## src/rtl/dispatch_fu_alloc.sv

```systemverilog
// -----------------------------------------------------------------------------
// dispatch_fu_alloc
//   Dispatch-side functional-unit allocator with register status tables.
//   It takes one decoded instruction per cycle. The instruction stalls when its
//   functional unit is busy (structural hazard) or when its destination already
//   has a pending writer (WAW hazard). An accepted instruction produces a
//   registered one-hot FUST row write. The row carries the producer tag of each
//   source operand. fu_done pulses retire busy units and pending tags, and
//   flush clears all tracking state.
//
// Ports
//   CLK, nRST            clock, asynchronous active-low reset
//   flush, freeze        pipeline flush (clears state) / freeze (blocks accept)
//   inst_valid           a decoded instruction is presented
//   fu_sel               target FU: 0 ALU, 1 LDST, 2 BRANCH, 3 MLS, 4 GEMM
//   rd, rd_mat, rd_we    destination index, matrix flag, write enable
//   rs1/rs2, rs*_mat     source indices and matrix flags
//   fu_done              per-FU completion pulses
//   ready                instruction accepted this cycle (combinational)
//   fust_en              one-hot FUST row write enable (registered pulse)
//   row_rd/rs1/rs2       captured operand indices
//   row_t1/t2            source producer tags (0 = ready, k = FU k-1 pending)
//   fu_busy              current busy vector
// -----------------------------------------------------------------------------
module dispatch_fu_alloc #(
  parameter int NUM_SREGS = 32,
  parameter int NUM_MREGS = 16,
  parameter int NUM_FU    = 5
) (
  input  logic              CLK,
  input  logic              nRST,
  input  logic              flush,
  input  logic              freeze,
  input  logic              inst_valid,
  input  logic [2:0]        fu_sel,
  input  logic [4:0]        rd,
  input  logic              rd_mat,
  input  logic              rd_we,
  input  logic [4:0]        rs1,
  input  logic [4:0]        rs2,
  input  logic              rs1_mat,
  input  logic              rs2_mat,
  input  logic [NUM_FU-1:0] fu_done,
  output logic              ready,
  output logic [NUM_FU-1:0] fust_en,
  output logic [4:0]        row_rd,
  output logic [4:0]        row_rs1,
  output logic [4:0]        row_rs2,
  output logic [2:0]        row_t1,
  output logic [2:0]        row_t2,
  output logic [NUM_FU-1:0] fu_busy
);

  localparam int SW = $clog2(NUM_SREGS);
  localparam int MW = $clog2(NUM_MREGS);

  // Producer tag per register: 0 = no pending writer, k = FU k-1 will write it.
  logic [2:0] srst [NUM_SREGS];
  logic [2:0] mrst [NUM_MREGS];

  // A tag whose producer completes this cycle already counts as ready.
  function automatic logic [2:0] tag_eff(input logic [2:0] t,
                                         input logic [NUM_FU-1:0] done);
    tag_eff = t;
    for (int k = 0; k < NUM_FU; k++)
      if (done[k] && t == 3'(k + 1)) tag_eff = 3'd0;
  endfunction

  logic [NUM_FU-1:0] fu_onehot;
  logic [NUM_FU-1:0] busy_eff;
  logic [2:0]        rs1_tag, rs2_tag, rd_tag;
  logic              rd_tracked;
  logic              struct_haz, waw_haz;
  logic [2:0]        new_tag;

  always_comb begin
    // NOTE: every always_comb output gets a default first so no path can
    // leave it unassigned and infer a latch.
    fu_onehot = '0;
    rs1_tag   = 3'd0;
    rs2_tag   = 3'd0;
    rd_tag    = 3'd0;

    for (int k = 0; k < NUM_FU; k++) fu_onehot[k] = (fu_sel == 3'(k));
    busy_eff = fu_busy & ~fu_done;

    // Scalar x0 is never tracked, so it always reads as ready.
    if (rs1_mat)         rs1_tag = mrst[rs1[MW-1:0]];
    else if (rs1 != '0)  rs1_tag = srst[rs1[SW-1:0]];
    if (rs2_mat)         rs2_tag = mrst[rs2[MW-1:0]];
    else if (rs2 != '0)  rs2_tag = srst[rs2[SW-1:0]];
    if (rd_mat)          rd_tag  = mrst[rd[MW-1:0]];
    else if (rd != '0)   rd_tag  = srst[rd[SW-1:0]];

    rs1_tag = tag_eff(rs1_tag, fu_done);
    rs2_tag = tag_eff(rs2_tag, fu_done);
    rd_tag  = tag_eff(rd_tag, fu_done);

    rd_tracked = rd_we && (rd_mat || rd != '0);
    // An out-of-range fu_sel selects no unit and is treated as always busy.
    struct_haz = (fu_onehot == '0) || ((fu_onehot & busy_eff) != '0);
    waw_haz    = rd_tracked && (rd_tag != 3'd0);
    ready      = inst_valid && !struct_haz && !waw_haz && !freeze && !flush;
    new_tag    = fu_sel + 3'd1;
  end

  // Busy vector and register status tables. A same-cycle accept overrides the
  // retirement of a completing unit or tag, because the set is applied last.
  always_ff @(posedge CLK or negedge nRST) begin
    if (!nRST) begin
      fu_busy <= '0;
      // NOTE: the status tables are reset like plain flops, not left as RAM,
      // because a stale nonzero tag would stall or mis-tag after reset.
      for (int i = 0; i < NUM_SREGS; i++) srst[i] <= 3'd0;
      for (int i = 0; i < NUM_MREGS; i++) mrst[i] <= 3'd0;
    end else if (flush) begin
      fu_busy <= '0;
      for (int i = 0; i < NUM_SREGS; i++) srst[i] <= 3'd0;
      for (int i = 0; i < NUM_MREGS; i++) mrst[i] <= 3'd0;
    end else begin
      // NOTE: sequential state uses non-blocking assignments only, so every
      // read in this block sees the pre-edge value regardless of order.
      fu_busy <= busy_eff | (ready ? fu_onehot : '0);
      for (int i = 0; i < NUM_SREGS; i++) begin
        if (ready && rd_tracked && !rd_mat && rd[SW-1:0] == SW'(i))
          srst[i] <= new_tag;
        else
          srst[i] <= tag_eff(srst[i], fu_done);
      end
      for (int i = 0; i < NUM_MREGS; i++) begin
        if (ready && rd_tracked && rd_mat && rd[MW-1:0] == MW'(i))
          mrst[i] <= new_tag;
        else
          mrst[i] <= tag_eff(mrst[i], fu_done);
      end
    end
  end

  // FUST row write: single-cycle enable pulse, fields hold between accepts.
  always_ff @(posedge CLK or negedge nRST) begin
    if (!nRST) begin
      fust_en <= '0;
      row_rd  <= '0;
      row_rs1 <= '0;
      row_rs2 <= '0;
      row_t1  <= '0;
      row_t2  <= '0;
    end else begin
      fust_en <= ready ? fu_onehot : '0;
      if (ready) begin
        row_rd  <= rd;
        row_rs1 <= rs1;
        row_rs2 <= rs2;
        row_t1  <= rs1_tag;
        row_t2  <= rs2_tag;
      end
    end
  end

endmodule

```

## config.mk

```make
export PLATFORM = sky130hd
export DESIGN_NAME = dispatch_fu_alloc
export DESIGN_NICKNAME = d
export VERILOG_FILES = /design/src/rtl/dispatch_fu_alloc.sv
export SDC_FILE = /design/constraint.sdc
export NUM_CORES = 1
export LEC_CHECK = 0
export BUFFER_PORTS_ARGS = -buffer_cell sky130_fd_sc_hd__buf_2
export CELL_PAD_IN_SITES_DETAIL_PLACEMENT = 1
export CELL_PAD_IN_SITES_GLOBAL_PLACEMENT = 2
export CORE_MARGIN = 8
export CORE_UTILIZATION = 39
export CTS_CLUSTER_DIAMETER = 120
export DETAILED_ROUTE_END_ITERATION = 10
export PLACE_DENSITY = 0.8
export SLEW_MARGIN = 20
export SYNTH_ARGS = -nofsm -noshare
export SYNTH_HDL_FRONTEND = slang
export SYNTH_SLANG_ARGS = --single-unit
```

## constraint.sdc

```tcl
create_clock -name CLK -period 3.69 [get_ports CLK]
set_input_delay 0.1845 -clock CLK [delete_from_list [all_inputs] [get_ports CLK]]
set_output_delay 0.1845 -clock CLK [all_outputs]
set_load 0.01 [all_outputs]
```

==> flow_summary.ini <==
[placement]
dp.cells = 1957
port_buffers = 63
place_congestion = 1.00
dp_hpwl_um = 39200
placed_area_sq_um = 13800

[die]
rows = 66
die_width_um = 197
ios = 64
die_h_um = 197
start_util_pct = 39.5
dieArea_sq_um = 38900
core_region_area_sq_um = 32500

[cts]
clk_latency_ns = 0.45
cts_tree = built
clockRootBuffer = clkbuf_16
cts.reportedPaths.clkPinSlew_ns = 0.08
cts-buffers-inserted = 17
cts_sinks = 175
h-tree-depth = 4
cts_max_path_buffers = 2

[detailed_routing]
first_iter_violations = 1207
wl_per_cell_um = 27.2
vias = 12700
avgViaCountPerCell = 6.38
routed_wl_um = 54200
postRouteAntennaNets = 0
firstDrtPassIters = 5
route.detailed.drc = 0

[finish]
layout-drive-gt1-share_pct = 17.0
diodes = 0
nets = 1573
mostFrequentLayoutCells = nand2_1, dfrtp_1, o21ai_0
fill_cells = 3853
final_common_cell = nand2_1
design_area_sq_um = 14400
area_growth_pct = 12.5
final_cells = 1991

[global_route]
grt_max_degree = 88
grt_pass1_vias = 12900
antenna_found_initial = 0
grtUsageTotal_pct = 28.2
grt_pass1_wl_um = 83200
grt.overflow.total = 0

[logic_synthesis]
synth_cell_type_count = 58
syn_avg_cell_area_sq_um = 8.53
syn_nets = 1539
synthArstFlopShare_pct = 100
synth_edf_count = 0
yosysWarnings = 0
synth_top_cell_area_share_pct = 34.2
yosys_register_bits = 175
yosysSeqAreaShare_pct = 34.2
synth_area_sq_um = 12800
synthCells = 1502
ys_top_cells_by_area = dfrtp_1, mux4_2, nand2_1
yosysTopAreaCell = dfrtp_1
ys.flop_type = dfrtp_1

[critical_path]
slowest_delay_ns = 0.57
crit_path_top_delay_cell = mux4_2
critPathMaxFanout = 32
crit_type = reg -> out
crit_chain = mux4_2, and2_1, a211o_1, a311o_1, a31o_1, a211oi_4, o21ai_4, buf_12, inv_2, buf_2
cp_num_buf_inv = 3
critical-path-top-delay-family = compound AO/OA/AOI/OAI gates
end_kind = primary output
crit_path_start_kind = flop
arrival_ns = 3.43
cp.required_ns = 3.51

[pwr]
power_density_nw_per_um2 = 327
clkPwrFrac_pct = 42.2
p_sw_share_pct = 29.7
combPwrFrac_pct = 15.3
sequentialPowerShare_pct = 42.5
p_int_mw = 3.32
p_leak_nw = 5.47
p_sw_mw = 1.40
ir_worst_vdd_v = 0.000325

[sta]
hold_ws_ns = 0.0265
drv_slew = 0
max-slew-margin-rel_pct = 32.0
clock_skew_ns = 0.0130
final.period_utilization_pct = 97.9
tightest_slew_ns = 1.02
finalCriticalPeriod_ns = 3.61
fmax_mhz = 277
setup_viol = 0
hold_viol = 0
final.setup.tns_ns = 0

[hold_path]
hold_class = in -> reg

[outcome]
status = completed

[flow_run]
cap_violations = 0
[power groups by stage]
stage          registers, mW  clock network, mW  logic [mW]
2_1_floorplan           2.08                  0       0.372
5_1_grt                 2.02               2.08       0.781
3_3_place_gp            2.04                  0       0.701
3_5_place_dp            2.05                  0       0.714
4_1_cts                 2.01               2.02       0.719
6_report                2.01               1.99       0.722
[worst reg2reg max path: stages, from the launching register on]
cell	delay (ns)
dfrtp_1	0.47
mux4_2	0.57
and2_1	0.20
a211o_1	0.34
a311o_1	0.37
a31o_1	0.24
a211oi_4	0.35
buf_4	0.18
nand4_1	0.15
buf_12	0.23
o21ai_1	0.25
[kinds of logic (layout without fill, tap and decap cells)]
group | Yosys count | in the layout | synth area share, %
buffers and inverters | 226 | 273 | 6.97
and+or+nand+nor | 448 | 448 | 14.7
adders and majority gates | 5 | 5 | 0.488
DFF | 175 | 175 | 34.2
muxes | 166 | 166 | 21.9
AOI/OAI and AO/OA | 482 | 482 | 21.8
[per-stage QoR]
step           power [mW]  util (%)  setup slack, ns
6_report             4.72      44.4           0.0788
5_1_grt              4.88      44.4          -0.0124
4_1_cts              4.74      44.4           0.0418
3_5_place_dp         2.76      42.4            0.159
3_3_place_gp         2.74      42.4            0.209
2_1_floorplan        2.45         -            0.520
[flip-flops by register name (all words and copies together), names as in the netlist]
signal	count
srst	96
mrst	48
fu_busy	5
fust_en	5
row_rd	5
row_rs1	5
row_rs2	5
row_t1	3
row_t2	3
[final timing paths]
path | from | end | slack (ns) | cells past startpoint
setup / recovery | srst[15] | ready | 0.08 | 10
hold / removal | rs2[4] | row_rs2[4] | 0.03 | 2
setup reg to reg | srst[15] | mrst[16] | 0.25 | 10
max in group asynchronous | nRST | mrst[34] | 2.44 | 3
min in group asynchronous | nRST | fust_en[4] | 0.30 | 2
hold reg to reg | row_rd[0] | row_rd[0] | 0.49 | 1
[cells in the mapped netlist, types with 2 or more instances]
cell / number
a211o_1: 7
a211oi_1: 8
a21oi_1: 64
a22o_1: 4
a22oi_1: 15
a2bb2oi_1: 2
a311o_1: 3
a31oi_1: 50
a41oi_1: 3
and2_1: 8
buf_1: 7
buf_2: 21
buf_4: 5
clkbuf_1: 76
dfrtp_1: 175
ha_1: 5
inv_1: 113
inv_2: 3
mux2_1: 15
mux2_2: 7
mux2i_1: 55
mux4_2: 89
nand2_1: 218
nand2b_1: 4
nand3_1: 56
nand3b_1: 2
nand4_1: 6
nor2_1: 119
nor2b_1: 15
nor3_1: 13
nor4_1: 3
o2111a_1: 2
o2111ai_1: 3
o211ai_1: 6
o21ai_0: 143
o21ai_1: 99
o221ai_1: 5
o22ai_1: 51
o32ai_1: 3
[final cells by class]
class	count	area (sq um)	area share, %
Multi-Input combinational cell	1101	7570	52.5
Inverter	117	439	3.04
Timing Repair Buffer	124	857	5.94
Clock buffer	18	439	3.04
Tap cell	442	553	3.83
Sequential cell	175	4380	30.4
Clock inverter	14	179	1.24
[metal layers]
layer	up-vias	track usage [%]	wire length, um
li1	5519	-	-
met5	-	0	0
met1	6594	37.5	23200
met3	108	5.72	4030
met4	0	10.0	1690
met2	482	45.2	25200
[what timing repair did]
item	4_1_cts	5_1_grt
pin swaps	0	2
hold buffers	1	0
setup buffers	0	1
resized for setup	1	4
hold endpoints to repair	64	0
setup endpoints to repair	1	1
Power figures use the tool's default switching activity.
